===== src/rtl/clock_set_ctrl_pkg.sv =====
// clock_set_ctrl shared types and constants
// state encoding, digit codes, field limits
package clock_set_ctrl_pkg;

  typedef enum logic [1:0] {
    NORMAL,
    SET_HOUR,
    SET_MIN,
    SET_SEC
  } state_t;

  localparam logic [3:0] DASH  = 4'hA;
  localparam logic [3:0] BLANK = 4'hB;

  localparam logic [4:0] HOUR_MAX   = 5'd23;
  localparam logic [5:0] MINSEC_MAX = 6'd59;

  function automatic logic [5:0] wrap_step(
    input logic [5:0] v,
    input logic [5:0] mx,
    input logic       up
  );
    if (up) return (v >= mx) ? 6'd0 : v + 6'd1;
    else    return (v == 6'd0) ? mx : v - 6'd1;
  endfunction

endpackage


===== src/rtl/clock_set_ctrl_bin2bcd.sv =====
// clock_set_ctrl binary to BCD
// 0..59 split into tens and ones nibbles
module bin2bcd (
  input  logic [5:0] bin,
  output logic [3:0] tens,
  output logic [3:0] ones
);

  logic [5:0] sub;

  // range compare picks the tens digit
  always_comb begin
    tens = 4'd0;
    sub  = 6'd0;
    unique case (1'b1)
      (bin >= 6'd50): begin tens = 4'd5; sub = 6'd50; end
      (bin >= 6'd40 && bin < 6'd50): begin tens = 4'd4; sub = 6'd40; end
      (bin >= 6'd30 && bin < 6'd40): begin tens = 4'd3; sub = 6'd30; end
      (bin >= 6'd20 && bin < 6'd30): begin tens = 4'd2; sub = 6'd20; end
      (bin >= 6'd10 && bin < 6'd20): begin tens = 4'd1; sub = 6'd10; end
      default: begin tens = 4'd0; sub = 6'd0; end
    endcase
    ones = 4'(bin - sub);
  end

endmodule


===== src/rtl/clock_set_ctrl.sv =====
// clock_set_ctrl time-set controller
// mode/up/down editing, timeout, digit mux
module clock_set_ctrl
  import clock_set_ctrl_pkg::*;
#(
  parameter int TIMEOUT_S = 10
) (
  input  logic       clk,
  input  logic       reset_n,
  input  logic       tick_1hz,
  input  logic       btn_mode,
  input  logic       btn_up,
  input  logic       btn_down,
  input  logic [4:0] cur_hour,
  input  logic [5:0] cur_min,
  input  logic [5:0] cur_sec,
  output logic [3:0] dig0,
  output logic [3:0] dig1,
  output logic [3:0] dig2,
  output logic [3:0] dig3,
  output logic [3:0] dig4,
  output logic [3:0] dig5,
  output logic [3:0] dig6,
  output logic [3:0] dig7,
  output logic [7:0] point,
  output logic       is_shine,
  output logic [7:0] which_shine,
  output logic       set_load,
  output logic [4:0] set_hour,
  output logic [5:0] set_min,
  output logic [5:0] set_sec
);

  localparam int TW = $clog2(TIMEOUT_S + 1);
  localparam logic [TW-1:0] LAST = TW'(TIMEOUT_S - 1);

  state_t state, nxt;
  logic [4:0] edit_hour, eh_n;
  logic [5:0] edit_min, em_n;
  logic [5:0] edit_sec, es_n;
  logic [TW-1:0] tmo, tmo_n;
  logic load_n;
  logic any_btn;
  logic step;

  // state register
  always_ff @(posedge clk) begin
    if (!reset_n) state <= NORMAL;
    else          state <= nxt;
  end

  // next state, edit fields, timeout and commit
  always_comb begin
    nxt     = state;
    eh_n    = edit_hour;
    em_n    = edit_min;
    es_n    = edit_sec;
    tmo_n   = tmo;
    load_n  = 1'b0;
    any_btn = btn_mode | btn_up | btn_down;
    step    = btn_up ^ btn_down;
    unique case (state)
      NORMAL: begin
        if (btn_mode) begin
          nxt   = SET_HOUR;
          eh_n  = cur_hour;
          em_n  = cur_min;
          es_n  = cur_sec;
          tmo_n = '0;
        end
      end
      default: begin
        if (btn_mode) begin
          tmo_n = '0;
          unique case (state)
            SET_HOUR: nxt = SET_MIN;
            SET_MIN:  nxt = SET_SEC;
            default: begin
              nxt    = NORMAL;
              load_n = 1'b1;
            end
          endcase
        end else if (any_btn) begin
          tmo_n = '0;
          if (step) begin
            unique case (state)
              SET_HOUR: eh_n = 5'(wrap_step(
                {1'b0, edit_hour},
                {1'b0, HOUR_MAX}, btn_up));
              SET_MIN: em_n = wrap_step(
                edit_min, MINSEC_MAX, btn_up);
              default: es_n = wrap_step(
                edit_sec, MINSEC_MAX, btn_up);
            endcase
          end
        end else if (tick_1hz) begin
          if (tmo == LAST) begin
            nxt   = NORMAL;
            tmo_n = '0;
          end else begin
            tmo_n = tmo + 1'b1;
          end
        end
      end
    endcase
  end

  // edit registers, timeout counter, commit outputs
  always_ff @(posedge clk) begin
    if (!reset_n) begin
      edit_hour <= '0;
      edit_min  <= '0;
      edit_sec  <= '0;
      tmo       <= '0;
      set_load  <= 1'b0;
      set_hour  <= '0;
      set_min   <= '0;
      set_sec   <= '0;
    end else begin
      edit_hour <= eh_n;
      edit_min  <= em_n;
      edit_sec  <= es_n;
      tmo       <= tmo_n;
      set_load  <= load_n;
      if (load_n) begin
        set_hour <= edit_hour;
        set_min  <= edit_min;
        set_sec  <= edit_sec;
      end
    end
  end

  logic       live;
  logic [5:0] src_hour, src_min, src_sec;

  assign live     = (state == NORMAL);
  assign src_hour = live ? {1'b0, cur_hour} : {1'b0, edit_hour};
  assign src_min  = live ? cur_min : edit_min;
  assign src_sec  = live ? cur_sec : edit_sec;

  bin2bcd u_hour (.bin(src_hour), .tens(dig7), .ones(dig6));
  bin2bcd u_min  (.bin(src_min),  .tens(dig4), .ones(dig3));
  bin2bcd u_sec  (.bin(src_sec),  .tens(dig1), .ones(dig0));

  assign dig5  = DASH;
  assign dig2  = DASH;
  assign point = 8'hFF;

  // blink control follows the field being edited
  always_comb begin
    is_shine    = 1'b1;
    which_shine = 8'h00;
    unique case (state)
      SET_HOUR: which_shine = 8'hC0;
      SET_MIN:  which_shine = 8'h18;
      SET_SEC:  which_shine = 8'h03;
      default:  is_shine = 1'b0;
    endcase
  end

endmodule


===== config.mk =====
export PLATFORM = sky130hd
export DESIGN_NAME = clock_set_ctrl
export DESIGN_NICKNAME = d
export VERILOG_FILES = /design/src/rtl/clock_set_ctrl_pkg.sv /design/src/rtl/clock_set_ctrl_bin2bcd.sv /design/src/rtl/clock_set_ctrl.sv
export SDC_FILE = /design/constraint.sdc
export NUM_CORES = 1
export LEC_CHECK = 0
export ABC_AREA = 1
export CELL_PAD_IN_SITES_DETAIL_PLACEMENT = 0
export CELL_PAD_IN_SITES_GLOBAL_PLACEMENT = 1
export CORE_AREA = 2 2 160 84
export CTS_CLUSTER_DIAMETER = 80
export CTS_CLUSTER_SIZE = 10
export DETAILED_ROUTE_END_ITERATION = 10
export DIE_AREA = 0 0 162 86
export GPL_TIMING_DRIVEN = 0
export PLACE_DENSITY = 0.82
export SETUP_SLACK_MARGIN = 0.1
export SLEW_MARGIN = 10
export SYNTH_ARGS = -nofsm -noshare
export SYNTH_HDL_FRONTEND = slang
export SYNTH_HIERARCHICAL = 1
export SYNTH_SLANG_ARGS = --single-unit

===== constraint.sdc =====
create_clock -name clk -period 3.4 [get_ports clk]
set_input_delay 0.34 -clock clk [delete_from_list [all_inputs] [get_ports clk]]
set_output_delay 0.34 -clock clk [all_outputs]
set_load 0.005 [all_outputs]

==> results of run 1 <==
## power groups by stage
stage,sequential (mW),combinational (mW),clock [mW]
floorplan,0.564,0.563,0
global placement,0.575,0.877,0
detailed placement,0.575,0.893,0
CTS,0.564,1.05,0.584
global route,0.570,1.21,0.600
finish,0.565,1.09,0.573
## metal layers
metal,routed length [um],global-route usage
met5,0,0
met4,80,0.0314
met3,1080,0.0401
met2,5300,0.265
met1,5670,0.242
## area by class of cell
class,count,area (sq um)
clock buffer,5,125
tap,170,213
sequential,41,826
fill,1296,6950
clock inverter,3,46.3
timing repair buffer,101,952
inverter,101,384
buffer,48,402
multi-input combinational,426,2510
## worst min-delay path, stage by stage
cell     delay, ns
buf_4         0.15
o21ai_0       0.08
a21oi_1       0.04
## cells in the final DEF, fill, tap and decap left out, drive strengths merged, types with 4 or more instances in the layout
cell and n:
nand2 151, inv 101, buf 81, o21ai 62, clkdlybuf4s50 60, nor2 52
nand3 44, dfxtp 41, a21oi 38, conb 25, ha 19, nand4 9
clkbuf 9, xnor2 6, xor2 5, nor3 4
## per-stage QoR
step | std cells | util | setup TNS (ns)
floorplan | 616 | - | 0
global placement | 852 | 0.373 | -2.68
detailed placement | 852 | 0.373 | -3.28
CTS | 888 | 0.431 | -0.0499
global route | 895 | 0.440 | 0
finish | 895 | 0.440 | 0
## final timing paths
check / from / endpoint
max: state[0] / dig0[3]
min: reset_n / edit_min[0]
min reg2reg: set_hour[0] / set_hour[0]
max reg2reg: state[0] / edit_min[4]
## cells by family after synthesis
kind of cell | synth area share
other | 0.00510
AOI/OAI and AO/OA | 0.155
xor gates and xnor gates | 0.0262
and+or+nand+nor | 0.317
adders and majority gates | 0.0808
buffers and inverters | 0.193
DFF | 0.223
## sequential cells by signal, indices dropped and copies added, names as in the netlist
signal     cells
edit_hour      5
state          2
edit_sec       6
set_sec        6
set_hour       5
edit_min       6
tmo            4
set_min        6
set_load       1
## repair_timing
action,CTS,global route
resized for setup,105,16
hold buffers,0,0
pin swaps,21,16
endpoints found under the setup margin,15,5
buffers inserted,27,7
cloned,1,0
==> results by group, run 1 <==
Clocking
  • H-Tree Depth: 2
  • Worst skew pair latency: 0.30 ns
  • CTS Sinks: 41
  • CTS tree: done
  • CTS Buffer Depth: 2
  • Root Driver: clkbuf_16
  • Number of buffers created by CTS: 5
  • Clock transition at path regs: 0.07 ns

Flow run
  • Count of max-cap constraint violations: 0

Finish
  • Layout cells sized above 1: 0.237
  • Final layout net count: 769
  • Cell area after layout: 5460 sq um
  • Ant diodes: 0
  • Area growth, synth to finish: 48.2%

Setup path
  • Register-to-register setup slack: 1.60 ns
  • CP max FO: 7
  • Family with the most delay on the worst path: adder cells
  • CP Launch Type: register
  • CP endpoint kind: output pin
  • CP Depth: 18
  • Type of the worst setup path: register to output pin
  • Slowest stage cell, crit path: fa_2
  • R2R depth: 10
  • Worst path bufs/invs: 5
  • Worst path required time: 3.06 ns
  • Worst-path cell chain: inv_4, ha_4, buf_12, buf_12, nand2_2, o21ai_4, nor2_2, nor2_1, nor2_1, nand2_2, nand3_4, ha_4, fa_2, xnor2_2, nand4_1, nand2_1, inv_1, dlymetal6s2s_1
  • CP arrival: 2.84 ns
  • CP peak stage delay: 0.39 ns

Min path
  • Worst Hold Depth: 3
  • Hold Path Class: primary input to register

Drt
  • DR pass1 iterations: 5
  • Remaining antenna violation count: 0
  • Drt wl/cell: 13.6 um
  • Via Count: 4,188
  • Number of remaining DRC errors: 0
  • First-iteration detailed-routing DRC count: 284
  • Vias per cell: 4.68
  • Total Wirelength: 12,100 um

Floorplanning
  • DIE AREA: 13,900 sq um
  • Die X: 162 um
  • Initial Util: 0.297
  • Die Y-Extent: 86 um
  • Row cnt: 29
  • I/O pin cnt: 90
  • Core Box Area: 12,400 sq um

Synth
  • Post-synth top area share: 0.223
  • Synthesis-stage register bit count: 41
  • Fraction of registers with async set or reset after synthesis: 0
  • Yosys Warn Count: 6
  • Post-synthesis average cell area: 6.18 sq um
  • Sequential share of the synthesized area: 0.223
  • Area contributors post-synth: dfxtp_1 (22%), nand2_1 (14%), inv_1 (9.8%)
  • Mapped Area: 3680 sq um
  • Cells after Synth: 596
  • Post-synth top cells: nand2_1 (140), inv_1 (96), o21ai_0 (56)
  • EDFF count, synth: 0
  • Top-count cell post-synth: nand2_1
  • Area leader, netlist: dfxtp_1
  • Netlist cell types: 33
  • Top FF cell, synth: dfxtp_1

Power and ir drop
  • Clock power share: 0.257
  • Part of the power in combinational logic: 0.490
  • Worst-case vdd ir drop: 0.189 mV
  • Tot Pwr: 2.23 mW
  • Lkg Pwr: 2.62 nW
  • Switching Fraction: 0.380
  • Power Density: 409 nW/um^2
  • Flop pwr share: 0.253
  • Sw power: 0.848 mW
  • Internal power: 1.38 mW

STA
  • RSZ-0062 raised after global routing: yes
  • Slew headroom: 0.569
  • Final-report max-slew violation count: 0
  • Clk_skew: 0.00669 ns
  • Final setup fails: 0
  • Hold WS: 0.361 ns
  • Clock period minus worst slack: 3.18 ns
  • FMAX: 315 MHz
  • Final period utilization: 0.935
  • Worst setup slack after layout: 0.223 ns
  • Slew @ Worst Pin: 0.647 ns
  • Final hold vios: 0

GRT
  • Total track usage: 0.170
  • Largest net degree at the start of global routing: 15
  • Initial antenna violation count: 0
  • First-pass GRT wire length: 18,900 um
  • Total gr overflow: 0
  • Vias in the first global route: 3,872

Placed design
  • Port Buffers: 66
  • Gp weighted congestion: 0.909
  • Setup WS pre-CTS: -0.701 ns
  • HPWL after DPL: 8760 um
  • Post-DP Area: 4630 sq um

Outcome
  • Status: finished, final reports clean
Power figures use the tool's default switching activity.
==> inputs of run 2 (changes only) <==
--- a/config.mk
+++ b/config.mk
@@ -16,7 +16,7 @@
 export GPL_TIMING_DRIVEN = 0
 export PLACE_DENSITY = 0.82
 export SETUP_SLACK_MARGIN = 0.1
-export SLEW_MARGIN = 10
+export SLEW_MARGIN = 20
 export SYNTH_ARGS = -nofsm -noshare
 export SYNTH_HDL_FRONTEND = slang
 export SYNTH_HIERARCHICAL = 1
==> results of run 2 <==
Final layout, timing and power as in run 1 (identical DEF).
==> inputs of run 3 (changes only) <==
--- a/config.mk
+++ b/config.mk
@@ -8,13 +8,13 @@
 export ABC_AREA = 1
 export CELL_PAD_IN_SITES_DETAIL_PLACEMENT = 0
 export CELL_PAD_IN_SITES_GLOBAL_PLACEMENT = 1
-export CORE_AREA = 2 2 160 84
+export CORE_AREA = 2 2 151 79
 export CTS_CLUSTER_DIAMETER = 80
 export CTS_CLUSTER_SIZE = 10
 export DETAILED_ROUTE_END_ITERATION = 10
-export DIE_AREA = 0 0 162 86
+export DIE_AREA = 0 0 153 81
 export GPL_TIMING_DRIVEN = 0
-export PLACE_DENSITY = 0.82
+export PLACE_DENSITY = 0.9
 export SETUP_SLACK_MARGIN = 0.1
 export SLEW_MARGIN = 20
 export SYNTH_ARGS = -nofsm -noshare
==> run 3 against run 2 <==
Clock-buffer cell count unchanged. Clock power decreased by 1%. Clock skew increased by 0.0052 ns. First-iteration DRC count increased by 9.5%. Flip-flop and latch count unchanged. Register-to-register slack got worse by 0.03 ns. Wire length increased by 3.4%. Critical path depth increased by 1. Sequential power about the same. Critical path type unchanged. Largest power group unchanged. Highest routed layer unchanged.
==> results by group, run 3 (synthesis results as in run 1) <==
GRT
  • Vias in the first global route: 3,893
  • First-pass GRT wire length: 19,000 um
  • Initial antenna violation count: 0
  • Total gr overflow: 0
  • Total track usage: 0.192
  • Largest net degree at the start of global routing: 15

Min path
  • Worst Hold Depth: 3
  • Hold Path Class: primary input to register

STA
  • FMAX: 312 MHz
  • Worst setup slack after layout: 0.190 ns
  • Slew @ Worst Pin: 0.617 ns
  • Final-report max-slew violation count: 0
  • Slew headroom: 0.589
  • Final period utilization: 0.944
  • Clock period minus worst slack: 3.21 ns
  • RSZ-0062 raised after global routing: yes
  • Final hold vios: 0
  • Final setup fails: 0
  • Clk_skew: 0.0118 ns

Floorplanning
  • Die X: 153 um
  • Row cnt: 28
  • Die Y-Extent: 81 um
  • Initial Util: 0.326
  • DIE AREA: 12,400 sq um
  • I/O pin cnt: 90
  • Core Box Area: 11,300 sq um

Drt
  • Total Wirelength: 12,500 um
  • Via Count: 4,266
  • Vias per cell: 4.84
  • Number of remaining DRC errors: 0
  • Remaining antenna violation count: 0
  • DR pass1 iterations: 5
  • First-iteration detailed-routing DRC count: 311
  • Drt wl/cell: 14.2 um

Finish
  • Most frequent cells in the layout: nand2_1 (120), inv_1 (89), buf_4 (62), clkdlybuf4s50_1 (60), nor2_1 (41)
  • Layout cells sized above 1: 0.265
  • Final layout net count: 775
  • Utilization after layout: 0.501
  • Ant diodes: 0
  • Commonest non-fill, non-tap cell in the layout: nand2_1
  • Area growth, synth to finish: 53.9%

Clocking
  • Root Driver: clkbuf_16
  • Clock transition at path regs: 0.07 ns
  • Cts hold-fix bufs: 0
  • CTS tree: done
  • Worst skew pair latency: 0.30 ns
  • H-Tree Depth: 2
  • Number of buffers created by CTS: 5
  • CTS Sinks: 41
  • CTS Buffer Depth: 2

Power and ir drop
  • Power Density: 407 nW/um^2
  • Tot Pwr: 2.31 mW
  • Lkg Pwr: 2.70 nW
  • Worst-case vdd ir drop: 0.210 mV

Setup path
  • CP max FO: 7
  • CP Launch Type: register
  • Type of the worst setup path: register to output pin
  • Worst path required time: 3.06 ns
  • R2R depth: 11
  • CP endpoint kind: output pin
  • CP arrival: 2.87 ns

Placed design
  • Port Buffers: 66
  • HPWL after DPL: 8660 um
  • Setup WS pre-CTS: -0.666 ns
  • Gp weighted congestion: 0.902

Flow run
  • Count of max-cap constraint violations: 0

Outcome
  • Status: finished, final reports clean
run 3: worst max-delay path, stage by stage (launching register included):
cell and delay [ns]:
dfxtp_4 0.36, inv_4 0.04, ha_4 0.18, buf_12 0.15, buf_12 0.14, buf_12 0.13
o21ai_4 0.19, nor2_4 0.06, nor2_4 0.12, nor2_4 0.05, nand2_2 0.08, nand3_4 0.08
ha_4 0.16, fa_2 0.36, xnor2_2 0.15, inv_1 0.05, nand2_1 0.06, nand2_1 0.05
inv_1 0.04, clkbuf_2 0.10
run 3: report_power, final:
part / leakage, nW / switching [mW] / total, mW / internal [mW]
logic: 2.28 / 0.626 / 1.18 / 0.554
registers: 0.338 / 0.0423 / 0.565 / 0.523
clock network: 0.0800 / 0.217 / 0.565 / 0.348
run 3: final cells by class:
cell class | count | area [sq um]
fill | 1086 | 5650
clock buffer | 5 | 125
timing repair buffer | 107 | 1040
clock inverter | 3 | 46.3
inverter | 101 | 387
tap | 150 | 188
buffer | 48 | 413
multi-input combinational | 426 | 2640
sequential | 41 | 828
run 3: per-layer routing:
metal	vias up	GRT usage	routed length (um)
met1	1981	0.258	5810
met3	13	0.0576	1240
met2	180	0.306	5380
li1	2092	-	-
met5	-	0	0
met4	0	0.0407	112
run 3: path summary, 6_finish.rpt:
check / slack, ns / startpoint / endpoint
max: 0.19 / state[0] / dig6[3]
min: 0.36 / reset_n / edit_min[2]
max reg2reg: 1.57 / state[0] / set_sec[3]
min reg2reg: 0.45 / set_min[2] / set_min[2]
run 3: what timing repair did:
item	CTS	global route
setup endpoints to repair	15	6
setup buffers	26	14
gates resized for setup	115	47
gates cloned	1	1
hold endpoints to repair	0	0
pin swaps	24	35
run 3: stage by stage:
step	hold slack (ns)	TNS, ns	area (sq um)	instances
after floorplan	0.440	0	3760	616
after global placement	0.436	-2.40	4610	832
after detailed placement	0.439	-3.00	4610	832
after CTS	0.357	0	5380	867
after global routing	0.381	0	5670	881
final	0.364	0	5670	881
